$ cat src/rtl/fc_pkg.sv
// Shared constants and types for the pool->FC feature-map read path.
package fc_pkg;

    localparam int FC_LANES    = 8;
    localparam int FC_DATA_W   = 8;
    localparam int FC_FM_BYTES = 384;

    // Read-master sequencing states
    typedef enum logic [1:0] {
        ST_IDLE  = 2'd0,
        ST_FETCH = 2'd1,
        ST_DRAIN = 2'd2,
        ST_DONE  = 2'd3
    } fc_state_e;

    // Counter width for a range of n values, never narrower than one bit
    function automatic int fc_width(input int n);
        return (n > 1) ? $clog2(n) : 1;
    endfunction

endpackage

$ cat src/rtl/fc_fm_skid.sv
// Two-entry first-word-fall-through FIFO with a registered head.
// The head register drives the stream directly, so dout is stable until popped.
// Push and pop in the same cycle are accepted at any occupancy, including full.
module fc_fm_skid
    import fc_pkg::*;
#(
    parameter int W = 8
) (
    input  logic         clk,
    input  logic         rst,
    input  logic         push,
    input  logic [W-1:0] din,
    input  logic         pop,
    output logic [W-1:0] dout,
    output logic [1:0]   count,
    output logic         empty
);

    logic [W-1:0] head_r;
    logic [W-1:0] tail_r;
    logic [1:0]   count_r;

    // Head/tail storage and occupancy update for every push/pop combination
    always_ff @(posedge clk or posedge rst) begin
        if (rst) begin
            head_r  <= '0;
            tail_r  <= '0;
            count_r <= 2'd0;
        end else begin
            case (count_r)
                2'd0: begin
                    if (push) begin
                        head_r  <= din;
                        count_r <= 2'd1;
                    end else begin
                        count_r <= 2'd0;
                    end
                end
                2'd1: begin
                    if (push && pop) begin
                        head_r <= din;
                    end else if (push) begin
                        tail_r  <= din;
                        count_r <= 2'd2;
                    end else if (pop) begin
                        count_r <= 2'd0;
                    end else begin
                        count_r <= 2'd1;
                    end
                end
                2'd2: begin
                    if (pop) begin
                        head_r <= tail_r;
                        if (push) begin
                            tail_r <= din;
                        end else begin
                            count_r <= 2'd1;
                        end
                    end else begin
                        count_r <= 2'd2;
                    end
                end
                default: begin
                    count_r <= 2'd0;
                end
            endcase
        end
    end

    assign dout  = head_r;
    assign count = count_r;
    assign empty = (count_r == 2'd0);

endmodule

$ cat src/rtl/fc_fm_reader.sv
// Read-side master for the pool->FC feature-map buffer.
// On a start pulse it sweeps the buffer word by word (optionally several passes)
// and forwards each returned word, tagged with last/pass, into a valid/ready stream.
// Reads are throttled so FIFO occupancy plus the word in flight never exceeds two.
module fc_fm_reader
    import fc_pkg::*;
#(
    parameter int DATA_W   = FC_DATA_W,
    parameter int LANES    = FC_LANES,
    parameter int FM_BYTES = FC_FM_BYTES,
    parameter int ADDR_W   = 16,
    parameter int PASSES   = 1
) (
    input  logic                         clk,
    input  logic                         rst,
    input  logic                         i_fc_start,
    output logic [ADDR_W-1:0]            o_fc_fm_addr,
    input  logic [DATA_W*LANES-1:0]      i_fc_fm_data,
    output logic [DATA_W*LANES-1:0]      o_fm_data,
    output logic                         o_fm_valid,
    input  logic                         i_fm_ready,
    output logic                         o_fm_last,
    output logic [$clog2(PASSES+1)-1:0]  o_fm_pass,
    output logic                         o_busy,
    output logic                         o_done
);

    localparam int NWORDS = FM_BYTES / LANES;
    localparam int IDX_W  = fc_width(NWORDS);
    localparam int PASS_W = $clog2(PASSES + 1);
    localparam int DW     = DATA_W * LANES;
    localparam int EW     = DW + 1 + PASS_W;

    fc_state_e         state_r;
    logic [IDX_W-1:0]  word_idx_r;
    logic [PASS_W-1:0] pass_r;
    logic              inflight_r;
    logic              tag_last_r;
    logic [PASS_W-1:0] tag_pass_r;
    logic              busy_r;
    logic              done_r;

    logic [EW-1:0]     fifo_din_s;
    logic [EW-1:0]     fifo_dout_s;
    logic [1:0]        fifo_count_s;
    logic              fifo_empty_s;
    logic              pop_s;
    logic [2:0]        occ_s;
    logic              issue_s;
    logic              idx_last_s;
    logic              pass_last_s;
    logic              fin_pop_s;

    assign pop_s       = ~fifo_empty_s & i_fm_ready;
    assign idx_last_s  = (word_idx_r == IDX_W'(NWORDS - 1));
    assign pass_last_s = (pass_r == PASS_W'(PASSES - 1));

    // Issue throttle: occupancy after this cycle's push/pop must leave room for one more read
    always_comb begin
        occ_s   = {1'b0, fifo_count_s} + {2'b00, inflight_r} - {2'b00, pop_s};
        issue_s = 1'b0;
        if ((state_r == ST_FETCH) && (occ_s < 3'd2)) begin
            issue_s = 1'b1;
        end else begin
            issue_s = 1'b0;
        end
    end

    // Final pop: last word of the last pass leaving an otherwise empty pipeline
    assign fin_pop_s = pop_s && fifo_dout_s[DW]
                       && (fifo_dout_s[DW+1 +: PASS_W] == PASS_W'(PASSES - 1))
                       && (fifo_count_s == 2'd1) && !inflight_r;

    // FSM, word/pass counters, in-flight tag and registered status outputs
    always_ff @(posedge clk or posedge rst) begin
        if (rst) begin
            state_r    <= ST_IDLE;
            word_idx_r <= '0;
            pass_r     <= '0;
            inflight_r <= 1'b0;
            tag_last_r <= 1'b0;
            tag_pass_r <= '0;
            busy_r     <= 1'b0;
            done_r     <= 1'b0;
        end else begin
            inflight_r <= issue_s;
            if (issue_s) begin
                tag_last_r <= idx_last_s;
                tag_pass_r <= pass_r;
                if (idx_last_s) begin
                    word_idx_r <= '0;
                    pass_r     <= pass_r + PASS_W'(1);
                end else begin
                    word_idx_r <= word_idx_r + IDX_W'(1);
                end
            end else begin
                word_idx_r <= word_idx_r;
            end
            case (state_r)
                ST_IDLE: begin
                    done_r <= 1'b0;
                    if (i_fc_start) begin
                        state_r    <= ST_FETCH;
                        word_idx_r <= '0;
                        pass_r     <= '0;
                        busy_r     <= 1'b1;
                    end else begin
                        busy_r <= 1'b0;
                    end
                end
                ST_FETCH: begin
                    if (issue_s && idx_last_s && pass_last_s) begin
                        state_r <= ST_DRAIN;
                    end else begin
                        state_r <= ST_FETCH;
                    end
                end
                ST_DRAIN: begin
                    if (fin_pop_s) begin
                        state_r <= ST_DONE;
                        busy_r  <= 1'b0;
                        done_r  <= 1'b1;
                    end else begin
                        state_r <= ST_DRAIN;
                    end
                end
                ST_DONE: begin
                    state_r <= ST_IDLE;
                    done_r  <= 1'b0;
                end
                default: begin
                    state_r <= ST_IDLE;
                    busy_r  <= 1'b0;
                    done_r  <= 1'b0;
                end
            endcase
        end
    end

    assign fifo_din_s = {tag_pass_r, tag_last_r, i_fc_fm_data};

    fc_fm_skid #(.W(EW)) u_skid (
        .clk   (clk),
        .rst   (rst),
        .push  (inflight_r),
        .din   (fifo_din_s),
        .pop   (pop_s),
        .dout  (fifo_dout_s),
        .count (fifo_count_s),
        .empty (fifo_empty_s)
    );

    assign o_fc_fm_addr = ADDR_W'(int'(word_idx_r) * LANES);
    assign o_fm_data    = fifo_dout_s[DW-1:0];
    assign o_fm_last    = fifo_dout_s[DW];
    assign o_fm_pass    = fifo_dout_s[DW+1 +: PASS_W];
    assign o_fm_valid   = ~fifo_empty_s;
    assign o_busy       = busy_r;
    assign o_done       = done_r;

endmodule
$ cat config.mk
export PLATFORM = sky130hd
export DESIGN_NAME = fc_fm_reader
export DESIGN_NICKNAME = d
export VERILOG_FILES = /design/src/rtl/fc_pkg.sv /design/src/rtl/fc_fm_skid.sv /design/src/rtl/fc_fm_reader.sv
export SDC_FILE = /design/constraint.sdc
export NUM_CORES = 1
export LEC_CHECK = 0
export CAP_MARGIN = 20
export CELL_PAD_IN_SITES_DETAIL_PLACEMENT = 0
export CELL_PAD_IN_SITES_GLOBAL_PLACEMENT = 1
export CORE_ASPECT_RATIO = 2
export CORE_MARGIN = 2
export CORE_UTILIZATION = 43
export CTS_CLUSTER_DIAMETER = 80
export CTS_CLUSTER_SIZE = 16
export DETAILED_ROUTE_END_ITERATION = 10
export PLACE_DENSITY = 0.94
export SLEW_MARGIN = 20
export SYNTH_ARGS = -nofsm -noshare
export SYNTH_HDL_FRONTEND = slang
export SYNTH_SLANG_ARGS = --single-unit
$ cat constraint.sdc
create_clock -name clk -period 12.43 [get_ports clk]
set_clock_uncertainty 0.1 [all_clocks]
set_input_delay 2.486 -clock clk [delete_from_list [all_inputs] [get_ports clk]]
set_output_delay 2.486 -clock clk [all_outputs]
set_load 0.03 [all_outputs]
==> metrics <==
Hold Violations, Final=0; placed instance area=roughly 8100 µm²; gpl congestion=0.755; detail-routed net length per standard cell=16.2 µm; yosys synthesis warning count=0; number of remaining DRC errors=0; top cells by area in the synthesized netlist=sky130_fd_sc_hd__dfrtp_1, sky130_fd_sc_hd__mux2i_1, sky130_fd_sc_hd__mux2_4; estimated wirelength of the detail-placed design=between 9000 and 10000 µm; most frequently used cell type in the post-synthesis netlist=sky130_fd_sc_hd__dfrtp_1; initial antenna violation count=0; Avg Synthesized Cell Area=between 10 and 15 µm²; CTS clock-pin slew for the worst setup and hold paths=0.07 ns; area of the mapped netlist=6630 µm²; worst stage delay on the critical path=0.78 ns; unrepaired setup endpoints after global routing=false; IO Port Bufs=142; synth cell count leaders=sky130_fd_sc_hd__dfrtp_1, sky130_fd_sc_hd__a21oi_1, sky130_fd_sc_hd__nor2_1, sky130_fd_sc_hd__mux2i_1, sky130_fd_sc_hd__mux2_4; Die Height=180 µm; number of antenna diodes=0; Setup crit end kind=flip-flop; setup fix buffers added after clock tree synthesis=0; critical path launch point type=input pin; maximum number of pins on one net before global-route repair=91; Pleak=4.15 nW; placeable core region=15200 µm²; remaining max-slew budget at the tightest pin=36.9%; Final Net Count=735; Resized Gates After CTS=0; layout-stage area growth over the synthesis result=31.3%; min-delay worst type=reg -> reg; ratio of cells with drive above 1 in the final layout=16.3%; first-pass GRT wire length=23800 µm; # hold bufs at CTS=0; Synth area leader=sky130_fd_sc_hd__dfrtp_1; number of placed I/O pins=153; overall die area=~16000 µm²; via total after detailed routing=roughly 4400; total power divided by cell area=301 nW/µm²; post-layout power=~2.6 mW; EDFF count, synth=0; final critical-path required period=between 5 and 6 ns; series of cell instances along the critical path=clkdlybuf4s50_1 -> nand2b_1 -> nor2_1 -> o21ai_4 -> buf_4 -> mux2_2; global-route total usage across every layer=17.9%; site row count=64; portion of synthesized cell area occupied by the leading cell type=55.9%; die width=slightly above 90 µm; number of sinks on the clock net=148; worst supply voltage drop on vdd=210 µV; TritonCTS clock tree=built; Data required, critical path=12.63 ns; Worst Hold Margin=0.407 ns; number of instances in the synthesized netlist=529; Setup TNS Final=0 ns; CP Class=in -> reg; root cell of the clock tree=sky130_fd_sc_hd__clkbuf_16; portion of the clock cycle consumed by the worst path in the final layout=slightly above 40%; CTS Buffer Depth=2; final cell area excluding filler cells=8700 µm²; violation count after the first detailed-route iteration=174; leftover overflow at the end of global routing=0; count of max-cap constraint violations=0; final count of pins violating max slew=0; Initial Util=43.6%; Slew @ Worst Pin=0.945 ns; number of distinct standard cells referenced by the synthesized netlist=38; most used flip-flop cell after synthesis=sky130_fd_sc_hd__dfrtp_1; number of vias per cell=around 5.0; setup violation total in the final timing report=0; clock latency reported for the late side of the worst-skew pair=0.41 ns; CP Max Fanout=45; slowest stage cell, crit path=sky130_fd_sc_hd__buf_4; data arrival time of the critical path=5.25 ns; share of synthesized flip-flops with an asynchronous set or reset=between 90% and 100%; fmax=slightly below 200 MHz; clock buffers created by TritonCTS=17; vias in the first global route=4835; drt first pass iters=4; FF+latch count, synth=about 150; outcome=complete, no violations; ANT nets after route=0; Detailed Route WL=around 14000 µm; fraction of the yosys area taken by sequential cells=between 50 and 60%; number of H-tree levels=4
==> cell families (layout without fill, tap and decap cells) <==
| group | Yosys count | after routing | share of synthesized area, % |
|---|---|---|---|
| AOI/OAI and AO/OA | 83 | 83 | 6.68 |
| xor gates and xnor gates | 7 | 7 | 0.925 |
| adders and majority gates | 5 | 5 | 1.06 |
| buffers and inverters | 47 | 184 | 4.43 |
| DFF | 148 | 148 | 55.9 |
| muxes | 136 | 136 | 24.1 |
| other | 1 | 10 | 0.0566 |
| and+or+nand+nor | 102 | 102 | 6.93 |
==> path summary, 6_finish.rpt <==
check	cells past startpoint	slack (ns)	end	startpoint
setup / recovery	6	7.38	u_skid.tail_r[45]	i_fm_ready
setup reg to reg	5	9.16	u_skid.tail_r[45]	u_skid.count[1]
hold / removal	1	0.41	u_skid.tail_r[3]	u_skid.tail_r[3]
hold reg to reg	1	0.41	u_skid.tail_r[3]	u_skid.tail_r[3]
max in group asynchronous	3	8.66	async pin	rst
min in group asynchronous	2	2.42	u_skid.dout[13]	rst
==> per-stage QoR <==
| stage | instances | utilization, % | setup WS [ns] |
|---|---|---|---|
| floorplan | 538 | - | 5.86 |
| global placement | 841 | 53.4 | 7.03 |
| detailed placement | 841 | 53.4 | 6.94 |
| CTS | 873 | 57.2 | 7.39 |
| global route | 873 | 57.2 | 7.23 |
| finish | 873 | 57.2 | 7.38 |
==> cell usage in the layout (no fill, tap or decap), types with 2 or more instances in the layout <==
cell type | netlist | routed
sky130_fd_sc_hd__inv_1 | 6 | 5
sky130_fd_sc_hd__dfrtp_1 | 148 | 148
sky130_fd_sc_hd__buf_4 | 17 | 3
sky130_fd_sc_hd__clkbuf_16 | 0 | 17
sky130_fd_sc_hd__mux2_4 | 40 | 40
sky130_fd_sc_hd__inv_6 | 0 | 5
sky130_fd_sc_hd__o21ai_0 | 4 | 4
sky130_fd_sc_hd__nand2_1 | 6 | 6
sky130_fd_sc_hd__nor2b_1 | 2 | 2
sky130_fd_sc_hd__conb_1 | 1 | 10
sky130_fd_sc_hd__clkbuf_8 | 0 | 2
sky130_fd_sc_hd__xnor2_1 | 6 | 6
sky130_fd_sc_hd__a21oi_1 | 72 | 72
sky130_fd_sc_hd__nor2_1 | 72 | 72
sky130_fd_sc_hd__clkinvlp_4 | 0 | 5
sky130_fd_sc_hd__mux2i_1 | 69 | 69
sky130_fd_sc_hd__nand2b_1 | 6 | 5
sky130_fd_sc_hd__clkinv_4 | 0 | 2
sky130_fd_sc_hd__mux2_2 | 27 | 27
sky130_fd_sc_hd__clkdlybuf4s50_1 | 0 | 142
sky130_fd_sc_hd__nor3_1 | 3 | 3
sky130_fd_sc_hd__nand3_1 | 4 | 4
sky130_fd_sc_hd__ha_1 | 4 | 4
==> flip-flops by register name, indices dropped and copies added (netlist names), 2 cells and up, named ones only <==
signal         flops
u_skid.dout       66
word_idx_r         6
u_skid.count       2
u_skid.tail_r     66
==> report_power, final <==
part           switching [mW]  leakage (nW)  internal [mW]
Combinational           0.676          2.16          0.570
Clock                   0.206         0.266          0.290
Sequential              0.156          1.72          0.725
==> final cells by class <==
| type | instances | area, µm² |
|---|---|---|
| clock buffer | 20 | 457 |
| clock inverter | 12 | 120 |
| fill | 1253 | 6510 |
| inverter | 6 | 27.5 |
| multi-input combinational | 343 | 2690 |
| sequential | 148 | 3700 |
| tap | 198 | 248 |
| timing repair buffer | 146 | 1460 |
==> layer usage <==
layer,track usage (%),up-vias,part of all wire [%]
met2,32.5,131,55
met1,20.7,2191,40
met5,0,-,0
li1,-,2068,-
met4,7.22,0,2.0
met3,2.98,18,3.4
==> critical path: cells and delay by family <==
kind	cells	cell delay, ns
compound gates	1	0.63
buf+inv	2	1.38
mux	1	0.41
simple gates	2	0.29
No activity file was read; power rests on OpenSTA's default activity.
